### src/rtl/sync_fifo_param.sv
`default_nettype none
// sync_fifo_param: parametrised single-clock FIFO with occupancy count, almost flags and sticky errors. Rev 1.0
// Define FIFO_FWFT_EN for first-word-fall-through output; the default build uses registered read data.
module sync_fifo_param #(
  parameter int DATA_W    = 8,
  parameter int DEPTH     = 16,
  parameter int PTR_W     = $clog2(DEPTH),
  parameter int AF_THRESH = DEPTH - 2,
  parameter int AE_THRESH = 2
) (
  input  logic              clk,
  input  logic              rst,
  input  logic              wr_en,
  input  logic              rd_en,
  input  logic [DATA_W-1:0] data_in,
  output logic [DATA_W-1:0] data_out,
  output logic              full,
  output logic              empty,
  output logic              almost_full,
  output logic              almost_empty,
  output logic [PTR_W:0]    count,
  output logic [PTR_W-1:0]  wr_ptr,
  output logic [PTR_W-1:0]  rd_ptr,
  output logic              overflow,
  output logic              underflow
);

  localparam logic [PTR_W:0]   C_DEPTH   = (PTR_W + 1)'(DEPTH);
  localparam logic [PTR_W:0]   C_AF      = (PTR_W + 1)'(AF_THRESH);
  localparam logic [PTR_W:0]   C_AE      = (PTR_W + 1)'(AE_THRESH);
  localparam logic [PTR_W:0]   C_CNT_ONE = (PTR_W + 1)'(1);
  localparam logic [PTR_W-1:0] C_PTR_ONE = PTR_W'(1);

  if ((AF_THRESH < 1) || (AF_THRESH > DEPTH) || (AE_THRESH < 0) || (AE_THRESH > DEPTH - 1)) begin : g_bad_thresh
    $error("sync_fifo_param: AF_THRESH must be 1..DEPTH and AE_THRESH 0..DEPTH-1");
  end

  logic [DATA_W-1:0] mem_q [DEPTH];
  logic [PTR_W-1:0]  wr_ptr_q, wr_ptr_d;
  logic [PTR_W-1:0]  rd_ptr_q, rd_ptr_d;
  logic [PTR_W:0]    count_q, count_d;
  logic [DATA_W-1:0] dout_q, dout_d;
  logic              ovf_q, ovf_d;
  logic              udf_q, udf_d;
  logic              wr_acc, rd_acc;

  assign full         = (count_q == C_DEPTH);
  assign empty        = (count_q == '0);
  assign almost_full  = (count_q >= C_AF);
  assign almost_empty = (count_q <= C_AE);

  // A read on a full FIFO frees a slot, so a simultaneous write is still accepted.
  assign wr_acc = wr_en && (!full || rd_en);
  assign rd_acc = rd_en && !empty;

  always_comb begin
    wr_ptr_d = wr_acc ? (wr_ptr_q + C_PTR_ONE) : wr_ptr_q;
    rd_ptr_d = rd_acc ? (rd_ptr_q + C_PTR_ONE) : rd_ptr_q;
    count_d  = count_q;
    case ({wr_acc, rd_acc})
      2'b10:   count_d = count_q + C_CNT_ONE;
      2'b01:   count_d = count_q - C_CNT_ONE;
      default: count_d = count_q;
    endcase
    ovf_d = ovf_q | (wr_en && full && !rd_en);
    udf_d = udf_q | (rd_en && empty);
`ifdef FIFO_FWFT_EN
    dout_d = empty ? dout_q : mem_q[rd_ptr_q];
`else
    dout_d = rd_acc ? mem_q[rd_ptr_q] : dout_q;
`endif
  end

  always_ff @(posedge clk) begin
    if (!rst) begin
      wr_ptr_q <= '0;
      rd_ptr_q <= '0;
      count_q  <= '0;
      dout_q   <= '0;
      ovf_q    <= 1'b0;
      udf_q    <= 1'b0;
    end else begin
      wr_ptr_q <= wr_ptr_d;
      rd_ptr_q <= rd_ptr_d;
      count_q  <= count_d;
      dout_q   <= dout_d;
      ovf_q    <= ovf_d;
      udf_q    <= udf_d;
    end
  end

  // Storage is deliberately left out of reset.
  always_ff @(posedge clk) begin
    if (rst && wr_acc) begin
      mem_q[wr_ptr_q] <= data_in;
    end
  end

`ifdef FIFO_FWFT_EN
  assign data_out = empty ? dout_q : mem_q[rd_ptr_q];
`else
  assign data_out = dout_q;
`endif

  assign count     = count_q;
  assign wr_ptr    = wr_ptr_q;
  assign rd_ptr    = rd_ptr_q;
  assign overflow  = ovf_q;
  assign underflow = udf_q;

endmodule
`default_nettype wire

### config.mk
export PLATFORM = sky130hd
export DESIGN_NAME = sync_fifo_param
export DESIGN_NICKNAME = d
export VERILOG_FILES = /design/src/rtl/sync_fifo_param.sv
export SDC_FILE = /design/constraint.sdc
export NUM_CORES = 1
export LEC_CHECK = 0
export CORE_UTILIZATION = 55
export CTS_CLUSTER_DIAMETER = 60
export DETAILED_ROUTE_END_ITERATION = 8
export MAX_ROUTING_LAYER = met4
export PLACE_DENSITY = 0.75
export SYNTH_ARGS = -nofsm -noshare
export SYNTH_HDL_FRONTEND = slang
export SYNTH_SLANG_ARGS = --single-unit
### constraint.sdc
create_clock -name clk -period 5.35 [get_ports clk]
set_input_delay 1.07 -clock clk [delete_from_list [all_inputs] [get_ports clk]]
set_output_delay 1.07 -clock clk [all_outputs]
set_load 0.02 [all_outputs]
==> results of run 1 <==
-- cells by family (layout without fill, tap and decap cells) --
family                   Yosys count  after routing  synth area share, %
AND/OR/NAND/NOR                   71             71                 5.93
flip-flops                       151            151                 69.6
multiplexers                      55             55                 15.4
AO/OA/AOI/OAI                     29             29                 4.33
buffers and inverters             28             81                 2.25
XOR/XNOR                           6              6                0.850
adder cells (fa/ha/maj)            8              8                 1.62
-- area by class of cell --
| type | instances | area [um2] | area share, % |
|---|---|---|---|
| Multi-Input combinational cell | 169 | 1740 | 24.0 |
| Timing Repair Buffer | 42 | 410 | 5.67 |
| Clock buffer | 19 | 432 | 5.97 |
| Tap cell | 140 | 175 | 2.42 |
| Inverter | 7 | 26.3 | 0.363 |
| Clock inverter | 13 | 144 | 1.99 |
| Sequential cell | 151 | 4310 | 59.5 |
-- Yosys cell counts, drive strengths merged, types with 2 or more instances --
| master | count | area share (%) |
|---|---|---|
| edfxtp | 128 | 62 |
| mux4 | 32 | 12 |
| dfxtp | 23 | 7.4 |
| nor2 | 23 | 1.4 |
| mux2i | 22 | 3.6 |
| nand3 | 14 | 1.2 |
| buf | 11 | 1.2 |
| nand2 | 11 | 0.67 |
| clkbuf | 10 | 0.63 |
| ha | 8 | 1.6 |
| o221ai | 8 | 1.1 |
| inv | 7 | 0.43 |
| and2 | 6 | 0.63 |
| xnor2 | 6 | 0.85 |
| nand3b | 4 | 0.55 |
| nor2b | 3 | 0.30 |
| o211ai | 3 | 0.36 |
| o21bai | 3 | 0.55 |
| a21boi | 2 | 0.24 |
| a21oi | 2 | 0.16 |
| nand2b | 2 | 0.20 |
| nand4 | 2 | 0.20 |
| o21ai | 2 | 0.34 |
| or2 | 2 | 0.20 |
-- worst max-delay path, delay by kind of cell, from the launching register on --
| kind | cells | cell delay (ps) |
|---|---|---|
| AND/OR/NAND/NOR | 2 | 790 |
| flip-flops | 1 | 400 |
| buffers and inverters | 1 | 620 |
-- through the flow --
stage / setup WS, ps / power (W) / cell area (um2) / hold WS [ps] / cells
after floorplan: 2570 / 0.00191 / 6180 / 576 / 348
after global placement: 2030 / 0.00211 / 6660 / 452 / 509
after detailed placement: 1940 / 0.00213 / 6660 / 454 / 509
after CTS: 1920 / 0.00328 / 7230 / 478 / 541
after global routing: 1860 / 0.00338 / 7230 / 502 / 541
final: 1950 / 0.00326 / 7230 / 471 / 541
-- worst paths after layout --
kind | to
min reg2reg | overflow
min | overflow
max | empty
max reg2reg | count[2]
-- flip-flops by register name, indices dropped and copies added (netlist names) --
name,cells
count,5
data_out,8
rd_ptr,4
overflow,1
wr_ptr,4
mem_q,128
underflow,1
-- routing by layer --
metal,vias up,routed length [um],share of wire (%)
li1,1460,-,-
met1,1651,4790,41
met2,132,6080,52
met3,12,763,6.5
met4,0,163,1.4
met5,-,0,0
-- power by group through the flow --
stage / logic [W] / registers (W) / clock network (W)
final: 0.000707 / 0.00140 / 0.00115
after CTS: 0.000712 / 0.00140 / 0.00117
after floorplan: 0.000459 / 0.00145 / 0
after global placement: 0.000692 / 0.00142 / 0
after detailed placement: 0.000710 / 0.00142 / 0
after global routing: 0.000761 / 0.00141 / 0.00121
==> impl_summary.txt, run 1 <==
----------------------------------------------------
[Status]
  Result of the run ... finished clean

[Synthesis]
  Number of library cell types mapped by synthesis ... 47
  Per-instance average area after synthesis ... between 15 and 20 um2
  Synth Net Count ... about 370
  Part of the Yosys area used for sequential elements ... a little over two thirds
  Number of cells produced by synthesis ... 348
  Most used flip-flop cell after synthesis ... sky130_fd_sc_hd__edfxtp_1
  Synth warn ... 0
  Post-Synthesis Cell Area ... 0.00618 mm2
  Number of flops mapped to enable cells by yosys ... around 130
  Asr flop ratio synth ... 0%
  Yosys reg bits ... 151

[STA]
  Max Fclk ... about 0.29 GHz
  Time the worst path needs with I/O delays and setup ... approximately 3400 ps
  Setup Total Neg Slack ... 0 ps
  Worst slew margin relative to its limit ... 44.0%
  Hold Fails Final Rpt ... 0
  Final count of negative-setup-slack endpoints ... 0
  Skew final ... slightly below 8 ps
  Max-slew violation count ... 0
  Worst Max-Slew Pin Slew ... 837 ps
  Final Cycle Share ... between 60% and 70%
  Unrepaired setup endpoints after global routing ... no

[Power and ir drop]
  Internal Dissipation ... approximately 0.0023 W
  Sw power ... 0.000920 W
  Share of power burned in registers ... between 40% and 50%
  Leakage power total ... approximately 2.3 nW
  Relative contribution of combinational cells to total power ... a little over a fifth
  Maximum VDD drop ... roughly 320 uV
  Power Dens Cells ... between 400 and 500 mW/mm2
  Clock network fraction of design power ... approximately 35%
  Fraction of power spent switching nets ... between 20 and 30%

[Drt]
  Drc violations ... 0
  ANT nets after route ... 0
  Number of detailed-routing iterations run before antenna repair ... 4
  Final Routed Wirelength ... between 10000 and 15000 um
  Drt wl/cell ... approximately 22 um
  Number of vias per cell ... roughly 6.0
  Number of vias after detailed routing ... 3255
  DRC violation total after the first TritonRoute iteration ... about 290

[Floorplan]
  Placeable core region ... 0.0109 mm2
  Starting density of the core ... 56.8%
  Die height ... between 100 and 150 um
  Number of placement rows ... 38
  Total die area ... 0.0117 mm2
  Width of the die ... ~110 um
  Number of primary I/O pins ... 39

[Cells and area]
  Layout net count ... between 400 and 500
  Share of post-route cells with drive strength above 1 ... approximately 19%
  Most frequent cells in the layout ... sky130_fd_sc_hd__edfxtp_1 (128), sky130_fd_sc_hd__clkdlybuf4s50_1 (38), sky130_fd_sc_hd__mux4_2 (32)
  FILL cells ... approximately 710
  Core Util, Final ... between 60% and 70%
  Count of antenna diodes in the layout ... 0
  Most common cell after layout, fill and taps aside ... sky130_fd_sc_hd__edfxtp_1
  Synth-to-Final Area Change ... 17.0%

[Placement]
  Final RePlAce weighted congestion ... about 0.81
  HPWL Detailed ... roughly 7400 um
  I/O Buffers ... 38

[GRT]
  First-pass GRT wire length ... 18300 um
  Met1 layer usage reported by global route ... 29.5%
  Largest net degree at the start of global routing ... 37
  Gr usage total ... roughly 23%
  Vias in the first global route ... about 3300
  Initial antenna violation count ... 0
  Total grt overflow ... 0
  Met2 GRT Util ... between 30% and 40%
  Most heavily used metal layer in global routing ... met2
  GR Util met3 ... under 10%

[Clocking]
  TritonCTS clock tree ... built
  TritonCTS Buffers ... 17
  Post-CTS Hold Buffers ... 0
  Clock tree sinks ... ~150
  Maximum level of the CTS H-tree ... 4
  Cts repair resizes ... 0
  CTS Root Buffer Type ... sky130_fd_sc_hd__clkbuf_8
  Skew-Pair Late Insertion Delay ... around 520 ps
  Maximum count of clock buffers along a single path ... 2
  Count of buffers added by post-CTS timing repair for setup ... 0
  Reg clk slew, reported paths ... 60 ps

[Setup path]
  Worst Path Arrival ... around 2300 ps
  Crit Path Max Fanout ... 9
  Worst-case register-to-register setup slack ... between 2000 and 3000 ps
  Critical Path Start ... count[1]
  Worst Setup Start Kind ... flip-flop
  Critical path required time ... ~4300 ps
  Worst flop-to-flop path startpoint ... count[1]
  Peak per-stage delay on the critical path ... between 600 and 700 ps
  Series of cell instances along the critical path ... or4_4 -> nor2_1 -> clkdlybuf4s50_1
  Crit path kind ... reg2out
  Worst Reg2Reg Path Length in Cells ... 8
  Slowest cell on the critical path ... sky130_fd_sc_hd__or4_4
  Type of destination of the critical path ... output pin

[Worst hold path]
  Hold path startpoint ... overflow
  Number of cells on the worst hold path ... 1
  Worst min-delay path category ... reg2reg

[Run]
  Number of max-cap violations ... 0

----------------------------------------------------
No activity file was read; power rests on OpenSTA's default activity.
==> run 2: changes to the inputs <==
clock period = 3.55 ns   (was 5.35 ns; I/O delays follow)
==> impl_summary.txt, run 2 (synthesized netlist as in run 1, its figures left out) <==
----------------------------------------------------
[Cells and area]
  Most common cell after layout, fill and taps aside ... sky130_fd_sc_hd__edfxtp_1
  Combined area of the multi-input logic cells ... 0.00174 mm2 (unchanged)
  Share of post-route cells with drive strength above 1 ... 22.2% (+2.7 points)
  Synth-to-Final Area Change ... 18.2%
  Number of flip-flops under the largest register name ... 128 (unchanged)
  Register bank with the most flops ... mem_q
  FILL cells ... 713 (unchanged)
  Most frequent cells in the layout ... sky130_fd_sc_hd__edfxtp_1 (128), sky130_fd_sc_hd__clkdlybuf4s50_1 (38), sky130_fd_sc_hd__mux4_2 (32)
  Layout net count ... 422 (+3.4%)
  Register cell area after layout ... 0.00431 mm2 (unchanged)
  Count of antenna diodes in the layout ... 0 (unchanged)

[Clocking]
  Clock tree sinks ... 151 (unchanged)
  Maximum count of clock buffers along a single path ... 2 (unchanged)
  Cts repair resizes ... 0 (unchanged)
  Reg clk slew, reported paths ... 70 ps (about the same)
  Skew-Pair Late Insertion Delay ... 520 ps (about the same)
  Maximum level of the CTS H-tree ... 4 (unchanged)
  TritonCTS clock tree ... built
  Post-CTS Hold Buffers ... 0 (unchanged)
  CTS Root Buffer Type ... sky130_fd_sc_hd__clkbuf_8
  TritonCTS Buffers ... 17 (unchanged)
  Count of buffers added by post-CTS timing repair for setup ... 0 (unchanged)

[Worst hold path]
  Sink of the worst hold path ... overflow
  Worst min-delay path category ... reg2reg
  Number of cells on the worst hold path ... 1 (unchanged)
  Hold path startpoint ... overflow

[Setup path]
  Worst Setup Start Kind ... flip-flop
  Endpoint of the lowest-slack register-to-register path ... count[2]
  Crit Path Max Fanout ... 8 (-1)
  Worst-case register-to-register setup slack ... 760 ps (-1790 ps)
  Series of cell instances along the critical path ... or4_4 -> nor2_1 -> clkdlybuf4s50_1
  Slowest cell on the critical path ... sky130_fd_sc_hd__or4_4
  Type of destination of the critical path ... output pin
  Worst flop-to-flop path startpoint ... count[0]
  Worst Reg2Reg Path Length in Cells ... 8 (unchanged)
  Critical path required time ... 2840 ps (-1440 ps)
  Peak per-stage delay on the critical path ... 650 ps (about the same)
  Worst Path Arrival ... 2360 ps (+30 ps)
  Crit path kind ... reg2out

[GRT]
  First-pass GRT wire length ... 18800 um (+2.3%)
  Initial antenna violation count ... 0 (unchanged)
  Total grt overflow ... 0 (unchanged)
  Vias in the first global route ... 3354 (+0.51%)
  Largest net degree at the start of global routing ... 36 (-2.7%)
  Gr usage total ... 23.6% (+0.44 points)

[Floorplan]
  Number of placement rows ... 38 (unchanged)
  Number of primary I/O pins ... 39 (unchanged)
  Width of the die ... 108 um (unchanged)
  Total die area ... 0.0117 mm2 (unchanged)
  Die height ... 108 um (unchanged)
  Starting density of the core ... 56.8% (unchanged)
  Placeable core region ... 0.0109 mm2 (unchanged)

[Drt]
  Drt wl/cell ... 21.4 um (-1.6%)
  Number of vias per cell ... 5.94 (-1.2%)
  ANT nets after route ... 0 (unchanged)
  Drc violations ... 0 (unchanged)
  Final Routed Wirelength ... 11900 um (+0.92%)
  Number of vias after detailed routing ... 3299 (+1.4%)
  Number of detailed-routing iterations run before antenna repair ... 4 (unchanged)
  DRC violation total after the first TritonRoute iteration ... 274 (-4.5%)

[STA]
  Final-layout worst hold slack ... 481 ps (+9.78 ps)
  Worst slew margin relative to its limit ... 37.7% (-6.3 points)
  Final count of negative-setup-slack endpoints ... 0 (unchanged)
  Time the worst path needs with I/O delays and setup ... 3070 ps
  Skew final ... 8.21 ps (+0.395 ps)
  Final Cycle Share ... a little under nine tenths
  Max-slew violation count ... 0 (unchanged)
  Setup Total Neg Slack ... 0 ps (unchanged)
  Hold Fails Final Rpt ... 0 (unchanged)
  Worst Max-Slew Pin Slew ... 930 ps (+93.5 ps)
  Max Fclk ... 0.326 GHz
  Unrepaired setup endpoints after global routing ... no

[Power and ir drop]
  Leakage power total ... 2.39 nW (+2.2%)
  Maximum VDD drop ... 526 uV (+63%)
  Power Dens Cells ... 661 mW/mm2 (+47%)

[Placement]
  I/O Buffers ... 38 (unchanged)
  Final RePlAce weighted congestion ... 0.818 (+1.2%)
  HPWL Detailed ... 7370 um (-0.43%)

[Run]
  Number of max-cap violations ... 0 (unchanged)

[Status]
  Result of the run ... finished clean

----------------------------------------------------
==> run 2: changes by cell type in the layout (fill, tap and decap cells not counted) <==
cell and delta:
sky130_fd_sc_hd__buf_4 +14, sky130_fd_sc_hd__clkinv_2 -3, sky130_fd_sc_hd__bufinv_16 -2, sky130_fd_sc_hd__clkinvlp_4 +2, sky130_fd_sc_hd__inv_6 +2, sky130_fd_sc_hd__clkbuf_1 -1, sky130_fd_sc_hd__clkbuf_8 -1, sky130_fd_sc_hd__clkinv_1 +1
sky130_fd_sc_hd__clkinv_8 +1, sky130_fd_sc_hd__inv_8 +1
==> run 2: worst max-delay path by stage <==
stage,startpoint,endpoint,cells after the start,slack (ps)
detailed placement,rd_en,count[2],8,520
global route,count[0],empty,3,400
finish,count[0],empty,3,480
CTS,count[0],empty,3,460
floorplan,count[1],count[4],12,960
global placement,rd_en,count[2],9,610
==> run 2: layout make-up <==
cell class | count | area share, %
clock buffer | 17 | 5.67
clock inverter | 15 | 1.81
inverter | 7 | 0.360
multi-input combinational | 169 | 23.8
sequential | 151 | 58.9
tap | 140 | 2.40
timing repair buffer | 56 | 7.05
==> run 2: metal layers <==
layer	GRT usage, %	up-vias	share of wire [%]
li1	-	1490	-
met1	31.0	1675	43
met2	36.6	115	50
met3	4.64	19	5.5
met4	9.20	0	2.1
met5	-	-	0
==> run 2: metrics by stage <==
stage	std cells	utilization, %	cell area (um2)	total power (W)	setup WS, ps
6_report	555	67.1	7310	0.00483	484
5_1_grt	555	67.1	7310	0.00501	397
4_1_cts	555	67.1	7310	0.00484	461
3_5_place_dp	523	62.1	6760	0.00322	521
3_3_place_gp	523	62.1	6760	0.00318	606
2_1_floorplan	348	-	6180	0.00287	955
==> run 2: worst max-delay path, delay by kind of cell, from the launching register on <==
family / cells / cell delay [ps]
flops: 1 / 390
buf+inv: 1 / 620
simple gates: 2 / 820
==> run 2: power breakdown <==
group	total, W	internal (W)	switching, W
Clock	0.00165	0.000884	0.000763
Combinational	0.00107	0.000492	0.000579
Sequential	0.00211	0.00201	0.000102
==> run 3: changes to the inputs <==
CTS_CLUSTER_SIZE = 40   (was not set)
==> results of run 3 <==
Same layout as run 2: the final DEF is identical, and so are final timing and power.
==> RTL edit (settings of run 2) <==
Add a define of `FIFO_FWFT_EN`.
--- a/src/rtl/sync_fifo_param.sv
+++ b/src/rtl/sync_fifo_param.sv
@@ -1,6 +1,8 @@
 `default_nettype none
 // sync_fifo_param: parametrised single-clock FIFO with occupancy count, almost flags and sticky errors. Rev 1.0
 // Define FIFO_FWFT_EN for first-word-fall-through output; the default build uses registered read data.
+`define FIFO_FWFT_EN
+
 module sync_fifo_param #(
   parameter int DATA_W    = 8,
   parameter int DEPTH     = 16,
Behaviour: not the same (a bounded check fails within 4 cycles, from zero or initial values and one cycle with rst low).
==> RTL edit against run 2 <==
Clock skew is 0.0014 ns higher. Sequential share of layout area is 1.5 points lower. Sequential cell count is 4 higher. Setup slack worse by 0.36 ns. Design area is 4.5% higher. First-iteration DRC count is 12% lower. Routed wire length is 1.6% higher. Clock power is 5% higher. Largest power group unchanged. Global-route usage is 0.40 points lower. Area after synthesis is 2.5% higher. Power is 12% higher.
==> RTL edit: results <==
drt:
  top_layer: "met4"
  met1_length_um: 4940
  routed_wl_um: 12100
  num_vias: 3518
  wl_met3_um: 866
  dr.pass1.iters: 5
  wl_per_cell_um: 20.61
  drt_iter0_markers: 242
  wl_met2_um: 6087
place:
  place_ws_ns: 0.2809
  place_congestion: 0.8027
  portBuffers: 38
  dp_cells: 555
  dp_hpwl_um: 7643
  place_area_um2: 7012
critical_path:
  crit_family: "buffers and inverters"
  crit_fanout: 20
  critical-path-max-stage-delay_ns: 0.53
  cp_slowest_cell: "mux4_2"
  crit_arrival_ns: 2.72
global_route:
  grt_pass1_wl_um: 18560
  grt_max_degree: 33
  first_global_vias: 3308
  grt_use_total_pct: 23.19
  antenna_found_initial: 0
cells_and_area:
  fill_cells: 716
  areaGrowthSynthToFinish_pct: 20.43
  drive_gt1_share_pct: 22.82
  diodes: 0
  top_register: "mem_q"
  nNetsFinal: 454
logic_synthesis:
  yosys-top-cells-count: "128 x edfxtp_1, 27 x dfxtp_1, 27 x nor2_1"
  yosysWarnings: 0
  synthTopCellsByArea: "edfxtp_1 61%, mux4_2 9.2%, dfxtp_1 8.5%, mux4_1 2.5%, and2_1 2.3%"
  yosysSeqAreaShare_pct: 69.17
  synth_edf_count: 128
  synth_cell_types: 48
  synth_nets: 387
  async_flop_share_pct: 0
  ys.flop_type: "edfxtp_1"
  synth.avg_cell_area_um2: 17.27
pwr:
  vdd_ir_drop_max_v: 0.0006668
  p_leak_nw: 2.531
worst_hold_path:
  hold_class: "reg -> reg"
sta:
  relSlewSlack_pct: 45.46
  finClkSkew_ns: 0.009581
clocking:
  clockBufferDepth: 2
  clkLatencyLatePin_ns: 0.42
  cts_setup_buffers: 0
  cts_max_level: 4
  cts_made_buffers: 17
  path_clk_slew_ns: 0.06
  cts_root_buffer: "clkbuf_16"
outcome:
  run_status: "completed"
[RTL edit: cell types whose count changed in the layout (fill, tap and decap cells not counted), moves of 7 or more]
| cell | delta |
|---|---|
| mux2i_1 | -20 |
| nor4b_1 | +7 |
| and2_1 | +18 |
| o221ai_1 | -8 |
| nor3_1 | +10 |
| nand3_1 | -8 |
[RTL edit: power by group]
part           internal (mW)  total (mW)  switching, mW
combinational          0.616        1.52          0.901
clock                   1.04        1.74          0.698
sequential              2.07        2.13         0.0678
total                   3.72        5.39           1.67
[RTL edit: worst min-delay path, cell delays in order, from the launching register on]
cell     delay [ns]
dfxtp_1        0.33
a21oi_1        0.04
nor2b_1        0.09
[RTL edit: area by class of cell]
type	count	share of cell area, %
tap	140	2.295
timing repair buffer	65	7.966
multi-input combinational	186	24.34
sequential	155	57.45
clock buffer	19	5.671
inverter	9	0.4589
clock inverter	13	1.819
[RTL edit: final timing paths]
check        startpoint          end  slack (ns)  depth (start not counted)
min reg2reg   underflow    underflow        0.50                          2
max                flop  data_out[3]        0.12                          6
max reg2reg    count[0]     count[4]        0.71                         12
min           underflow    underflow        0.50                          2
[RTL edit: routing by layer]
metal | vias up | global-route usage [%]
li1 | 1588 | -
met1 | 1766 | 29.92
met2 | 145 | 36.48
met3 | 19 | 4.979
met4 | 0 | 9.048
met5 | - | -
[RTL edit: cell families after synthesis]
group / Yosys count / share of synthesized area, %
buffers and inverters: 26 / 2.309
xor gates and xnor gates: 8 / 1.105
AOI/OAI and AO/OA: 37 / 5.152
and+or+nand+nor: 99 / 8.646
adders and majority gates: 8 / 1.579
DFF: 155 / 69.17
muxes: 34 / 12.04
[RTL edit: timing repair]
action / 4_1_cts / 5_1_grt
resized for setup: 10 / 5
setup endpoints to repair: 7 / 4
hold buffers: 0 / 0
